$ cat config.mk
export PLATFORM = sky130hd
export DESIGN_NAME = gfx_cmd_queue
export DESIGN_NICKNAME = d
export VERILOG_FILES = /design/src/rtl/gfx_cmd_queue.sv
export SDC_FILE = /design/constraint.sdc
export NUM_CORES = 1
export LEC_CHECK = 0
export ABC_AREA = 1
export BUFFER_PORTS_ARGS = -buffer_cell sky130_fd_sc_hd__buf_2
export CORE_MARGIN = 8
export CORE_UTILIZATION = 55
export DETAILED_ROUTE_END_ITERATION = 16
export GPL_TIMING_DRIVEN = 0
export PLACE_DENSITY = 0.74
export REMOVE_ABC_BUFFERS = 1
export SLEW_MARGIN = 15
export SYNTH_ARGS = -nofsm -noshare
export SYNTH_HDL_FRONTEND = slang
export SYNTH_SLANG_ARGS = --single-unit
$ cat constraint.sdc
create_clock -name mem_clk -period 5.1 [get_ports mem_clk]
set_input_delay 0.765 -clock mem_clk [delete_from_list [all_inputs] [get_ports mem_clk]]
set_output_delay 0.765 -clock mem_clk [all_outputs]
set_load 0.01 [all_outputs]
$ cat src/rtl/gfx_cmd_queue.sv
// gfx_cmd_queue: CPU-to-graphics-controller command FIFO.
// The CPU pushes 32-bit command words through an MMIO strobe; the controller
// consumes them by advancing its own consumer counter (cmd_lo), which the queue
// samples every cycle. Producer/consumer counters are 8-bit and wrap mod 256,
// the array index is the low bits of each counter.
module gfx_cmd_queue #(
  parameter int DEPTH     = 16,
  parameter int LOW_WATER = 4
) (
  input  logic        mem_clk,
  input  logic        reset,
  input  logic        cpu_wr_en,
  input  logic [31:0] cpu_wr_data,
  input  logic        cpu_clr_err,
  output logic [31:0] status,
  output logic        irq_space,
  output logic [31:0] cmd,
  output logic [31:0] cmd_hi,
  input  logic [31:0] cmd_lo
);

  localparam int          AW          = $clog2(DEPTH);
  localparam logic [7:0]  DEPTH_C     = 8'(DEPTH);
  localparam logic [7:0]  LOW_WATER_C = 8'(LOW_WATER);

  logic [31:0]   mem_r [DEPTH];
  logic [7:0]    wr_cnt_r;
  logic [7:0]    rd_cnt_r;
  logic          overflow_r;
  logic          ack_err_r;

  logic [7:0]    ack_cnt_s;
  logic [7:0]    count_s;
  logic [7:0]    delta_s;
  logic          empty_s;
  logic          full_s;
  logic          push_s;
  logic          drop_s;
  logic          pop_ok_s;
  logic          ack_bad_s;
  logic          unused_cmd_lo_s;

  // Occupancy, pop legality and push decision, all from registered counters.
  always_comb begin
    ack_cnt_s = cmd_lo[7:0];
    count_s   = wr_cnt_r - rd_cnt_r;
    delta_s   = ack_cnt_s - rd_cnt_r;
    empty_s   = (count_s == 8'd0);
    full_s    = (count_s == DEPTH_C);
    push_s    = 1'b0;
    drop_s    = 1'b0;
    pop_ok_s  = 1'b0;
    ack_bad_s = 1'b0;
    if (cpu_wr_en) begin
      push_s = ~full_s;
      drop_s = full_s;
    end else begin
      push_s = 1'b0;
      drop_s = 1'b0;
    end
    if (delta_s == 8'd0) begin
      pop_ok_s  = 1'b0;
      ack_bad_s = 1'b0;
    end else if (delta_s <= count_s) begin
      pop_ok_s  = 1'b1;
      ack_bad_s = 1'b0;
    end else begin
      pop_ok_s  = 1'b0;
      ack_bad_s = 1'b1;
    end
  end

  // Command storage; contents deliberately survive reset, only counters clear.
  always_ff @(posedge mem_clk) begin
    if (!reset && push_s) begin
      mem_r[wr_cnt_r[AW-1:0]] <= cpu_wr_data;
    end
  end

  // Producer/consumer counters and sticky error flags.
  always_ff @(posedge mem_clk) begin
    if (reset) begin
      wr_cnt_r   <= cmd_lo[7:0];
      rd_cnt_r   <= cmd_lo[7:0];
      overflow_r <= 1'b0;
      ack_err_r  <= 1'b0;
    end else begin
      if (push_s) begin
        wr_cnt_r <= wr_cnt_r + 8'd1;
      end
      if (pop_ok_s) begin
        rd_cnt_r <= ack_cnt_s;
      end
      // A fresh error outranks a clear arriving in the same cycle.
      if (drop_s) begin
        overflow_r <= 1'b1;
      end else if (cpu_clr_err) begin
        overflow_r <= 1'b0;
      end
      if (ack_bad_s) begin
        ack_err_r <= 1'b1;
      end else if (cpu_clr_err) begin
        ack_err_r <= 1'b0;
      end
    end
  end

  // Upper consumer-counter bits carry no meaning for the queue.
  assign unused_cmd_lo_s = ^cmd_lo[31:8];

  assign cmd       = mem_r[rd_cnt_r[AW-1:0]];
  assign cmd_hi    = {24'h00_0000, wr_cnt_r};
  assign status    = {16'h0000, ack_err_r, overflow_r, full_s, empty_s, 4'h0, count_s};
  assign irq_space = (count_s <= LOW_WATER_C);

endmodule
After elaboration in Yosys (flattened, before gate mapping)
Memory sizes are Yosys's and may differ from the RTL's. A register that Yosys moved wholly into a read port is not among the register bits.
Index checks and enable logic that the tools add are counted.

word-level totals
  word-level logic and storage cells = 36
  RAM bits = 512
  output and inout port bits = 97
  register bits after elaboration = 18
  memories kept = 1

operators by class
  equal/unequal tests = 1
  reduce and logical (&&, ||, !) cells = 8
  $lt $le $gt $ge = 2
  add/sub/neg operators = 3
  muxes and demuxes = 16
  bitwise operators = 1

memories
  memory  words  width  read ports  clocked after Yosys merged registers in  write ports  line  text
  mem_r   16     32     1           1                                        1            26    logic [31:0] mem_r [DEPTH];

operators by type and width
  cell                                                                    count
  8-bit 2-to-1 mux                                                        4
  8-bit logical NOT                                                       2
  8-bit subtractor                                                        2
  1-bit 2-to-1 mux                                                        11
  8-bit by 1-bit adder with 8-bit output (second input constant)          1
  8-bit by 5-bit == test with 1-bit output (second input constant)        1
  8-bit by 3-bit <= comparator with 1-bit output (second input constant)  1
  8-bit <= comparator                                                     1
  2-bit nonzero test                                                      4
  4-bit 2-to-1 mux                                                        1
  1-bit logical AND                                                       1
  1-bit logical NOT                                                       1
  1-bit NOT                                                               1

Logic depth before layout (Yosys ltp)
  depth after elaboration = 7
  depth in mapped cells = 21
  gate-level depth less buffers = 21

Worst setup path before layout
OpenSTA, ideal clock, no wires.

  path type = register -> register
  start point = register wr_cnt_r[0]
  end point = memory mem_r[0][0], enable pin
  period minus slack after synthesis = 3.709 ns
  path buffers = 0
  arrival = 3.288 ns
  stages on the path, launching flop included = 12
  required time = 4.679 ns
  setup time = 0.421 ns
  setup slack = 1.391 ns
  path through = edfxtp_1 -> inv_1 -> ha_1 -> inv_1 -> fa_1 -> xor2_1 -> nor3_1 -> nand3_1 -> nor2_2 -> nand2_2 -> nand3_4 -> nor2_1

on the way
  cells in the longest elaborated chain, start to end = 7

ends and longest elaborated chain
  item                                      line  text
  from (decl)                               27    logic [7:0] wr_cnt_r;
  from (signal assigned)                    83    wr_cnt_r <= cmd_lo[7:0];
  from (signal assigned)                    89    wr_cnt_r <= wr_cnt_r + 8'd1;
  8-bit subtractor                          46    count_s = wr_cnt_r - rd_cnt_r;
  named net status[2]                       15    output logic [31:0] status,
  8-bit by 5-bit == test with 1-bit output  49    full_s = (count_s == DEPTH_C);
  1-bit NOT                                 55    push_s = ~full_s;
  1-bit 2-to-1 mux                          54    if (cpu_wr_en) begin
  1-bit logical AND                         75    if (!reset && push_s) begin
  1-bit 2-to-1 mux                          75
  1-bit 2-to-1 mux (implied by the code)    76    mem_r[wr_cnt_r[AW-1:0]] <= cpu_wr_data;
  to (decl)                                 26

The timed path passes the listed nets, and every way through them passes these cells.

==> summary.md <==
| Metric | Value |
|---|---|
| CP required | 4340 ps |
| GRT overflow | 0 |
| TritonCTS clock tree | yes |
| First-pass GRT wire length | 75500 um |
| Seq/Total Area, Yosys | 0.698 |
| CTS Sinks | 534 |
| Critical path buffers and inverters | 3 |
| Leak pwr | 9.45 nW |
| Placed Area | 0.0242 mm2 |
| Synth unique cells | 39 |
| Hold-fix buffers, CTS | 0 |
| Asr flop ratio synth | 0 |
| Finish-stage setup viols | 0 |
| Final period demand of the worst path | 4010 ps |
| Crit-path max FO | 51 |
| Initial Util | 0.559 |
| Die ar. | 0.0484 mm2 |
| Initial DRT Pass Iterations | 5 |
| Clk slew on worst S/H paths | 60 ps |
| Most common cell after layout, fill and taps aside | edfxtp_1 |
| Max Cap Viol | 0 |
| Synth warn | 0 |
| Io pins | 165 |
| Overall routing resource usage | 0.203 |
| Die Height | 220 um |
| Final wirelength | 49900 um |
| Clock skew | 15.6 ps |
| Count of final hold-check violations | 0 |
| Top-area cell type share of the netlist area | 0.693 |
| CP max stage delay | 820 ps |
| Site Rows | 74 |
| Vias | 13.6k |
| Post-route cell area | 0.0258 mm2 |
| EDFF count, synth | 528 |
| Final Net Count | 1875 |
| Final core utilization | 0.630 |
| Commonest cells after routing, fill and taps aside | edfxtp_1 (528), inv_1 (181), o21ai_0 (167), a21oi_1 (141) |
| Post-CTS setup buffer count | 0 |
| CP dominant cell by count | o211ai_1 |
| Total negative setup slack | 0 ps |
| RSZ-0062 raised after global routing | false |
| Clk_lat worst skew | 560 ps |
| Cell area after synthesis | 0.0229 mm2 |
| Routed Antenna Nets | 0 |
| Hold crit path type | in2reg |
| Gpl congestion | 0.864 |
| Critical Path Slowest Stage Cell | dfxtp_4 |
| Pwr dens | 528 mW/mm2 |
| Fin cells | 2351 |
| Worst-path cell chain | buf_12 -> clkinv_2 -> o211ai_1 -> o211ai_1 -> nand2_1 -> buf_2 |
| Critical path class | reg2out |
| Fmax | 249 MHz |
| Core ar. | 0.0409 mm2 |
| Synth Register Bits | 534 |
| Tcrit/Tclk final | 0.786 |
| Crit path capture type | output port |
| Status | finished, final reports clean |
| Placed cells | 2258 |
| Mapped Avg Cell Area | 13.5 um2 |
| Final worst slack | 1090 ps |
| Die Wd | 220 um |
| Hold path start | cmd_lo[4] |
| Pre-CTS setup slack | 1370 ps |
| Syn Inst Count | 1697 |
| Yosys top cell by area | edfxtp_1 |
| Slew @ Worst Pin | 775 ps |
| Slew HR | 0.483 |
| Share of cells above drive strength 1 | 0.127 |
| Antenna violations before repair | 2 |
| DRC Markers | 0 |
| Area Overhead vs Synth | 12.6% |
| Largest net degree at the start of global routing | 83 |
| H-tree levels | 2 |
| CTS buffer count | 51 |
| Critical Path AT | 3240 ps |
| Synth Flop Type | edfxtp_1 |
| Max Transition Viols Final | 0 |
| Startpoint Class | flip-flop |
| CP delay by family, top | buffers and inverters |
| Wirelength per Cell | 21.2 um |
| Post-CTS resize count | 0 |
| Initial drt markers | 1519 |
| Final HPWL DP | 29100 um |
| Via count of the first global-routing pass | 13.5k |
| VDD IR max | 451 uV |
| Via density per instance | 5.77 |
| CTS max path bufs | 3 |
| Port Buffers | 96 |
| Clk root buf | clkbuf_16 |
| Top post-synthesis cells by area | edfxtp_1 (69%), mux2i_1 (5.6%), o211ai_1 (4.2%), o21ai_0 (3.7%), a21oi_1 (3.1%) |
| Reg2reg start | wr_cnt_r[0] |
cell usage after synthesis (6+ instances only):
| cell | n |
|---|---|
| o21ai_0 | 167 |
| nor2_1 | 19 |
| mux2i_1 | 128 |
| edfxtp_1 | 528 |
| a21oi_1 | 141 |
| dfxtp_1 | 6 |
| nand3_1 | 64 |
| buf_6 | 15 |
| buf_4 | 57 |
| ha_1 | 26 |
| nor2_2 | 11 |
| o211ai_1 | 128 |
| nand2_2 | 8 |
| nand2_1 | 111 |
| clkbuf_1 | 52 |
| inv_1 | 182 |
| buf_2 | 16 |
per-layer routing:
layer | track usage | routed length [um]
met5 | 0 | 13
met3 | 0.0378 | 4210
met4 | 0.0559 | 1070
met2 | 0.335 | 24200
met1 | 0.274 | 20500
logic make-up after synthesis:
logic type | Yosys count | share of synthesized area
buffers and inverters | 328 | 0.0695
AND/OR/NAND/NOR | 229 | 0.0460
other | 1 | 0.000164
adder cells (fa/ha/maj) | 28 | 0.0160
AO/OA/AOI/OAI | 442 | 0.111
multiplexers | 128 | 0.0560
flip-flops | 534 | 0.698
XOR/XNOR | 7 | 0.00268
worst paths after layout:
check	to	slack (ps)	depth (start not counted)
worst max-delay path	cmd[25]	1090	6
worst min-delay path	rd_cnt_r[4]	430	1
worst max register to register	mem_r[11][22]	1370	14
worst min register to register	ack_err_r	470	2
through the flow:
stage | hold WS (ps) | power [mW]
4_1_cts | 408 | 13.7
6_report | 429 | 13.6
3_5_place_dp | 454 | 10.1
2_1_floorplan | 474 | 8.41
3_3_place_gp | 451 | 9.61
5_1_grt | 417 | 14.4
layout make-up:
class | instances | area [um2]
sequential | 534 | 16000
tap | 532 | 666
multi-input combinational | 878 | 5570
antenna | 1 | 2.50
inverter | 184 | 697
clock inverter | 30 | 236
clock buffer | 62 | 1320
fill | 2908 | 15200
timing repair buffer | 130 | 1290
where the power goes:
part | switching [mW] | internal [mW] | leakage, nW
registers | 0.260 | 4.99 | 4.83
logic | 3.01 | 1.80 | 3.87
clock network | 1.53 | 2.03 | 0.751
total | 4.80 | 8.82 | 9.45
flip-flops by register name, summed over array words and instances, names as in the netlist, named ones only:
name	cells
mem_r	512
overflow_r	1
wr_cnt_r	8
ack_err_r	1
rd_cnt_r	8
Note: power is estimated with default switching activity, not from simulation.
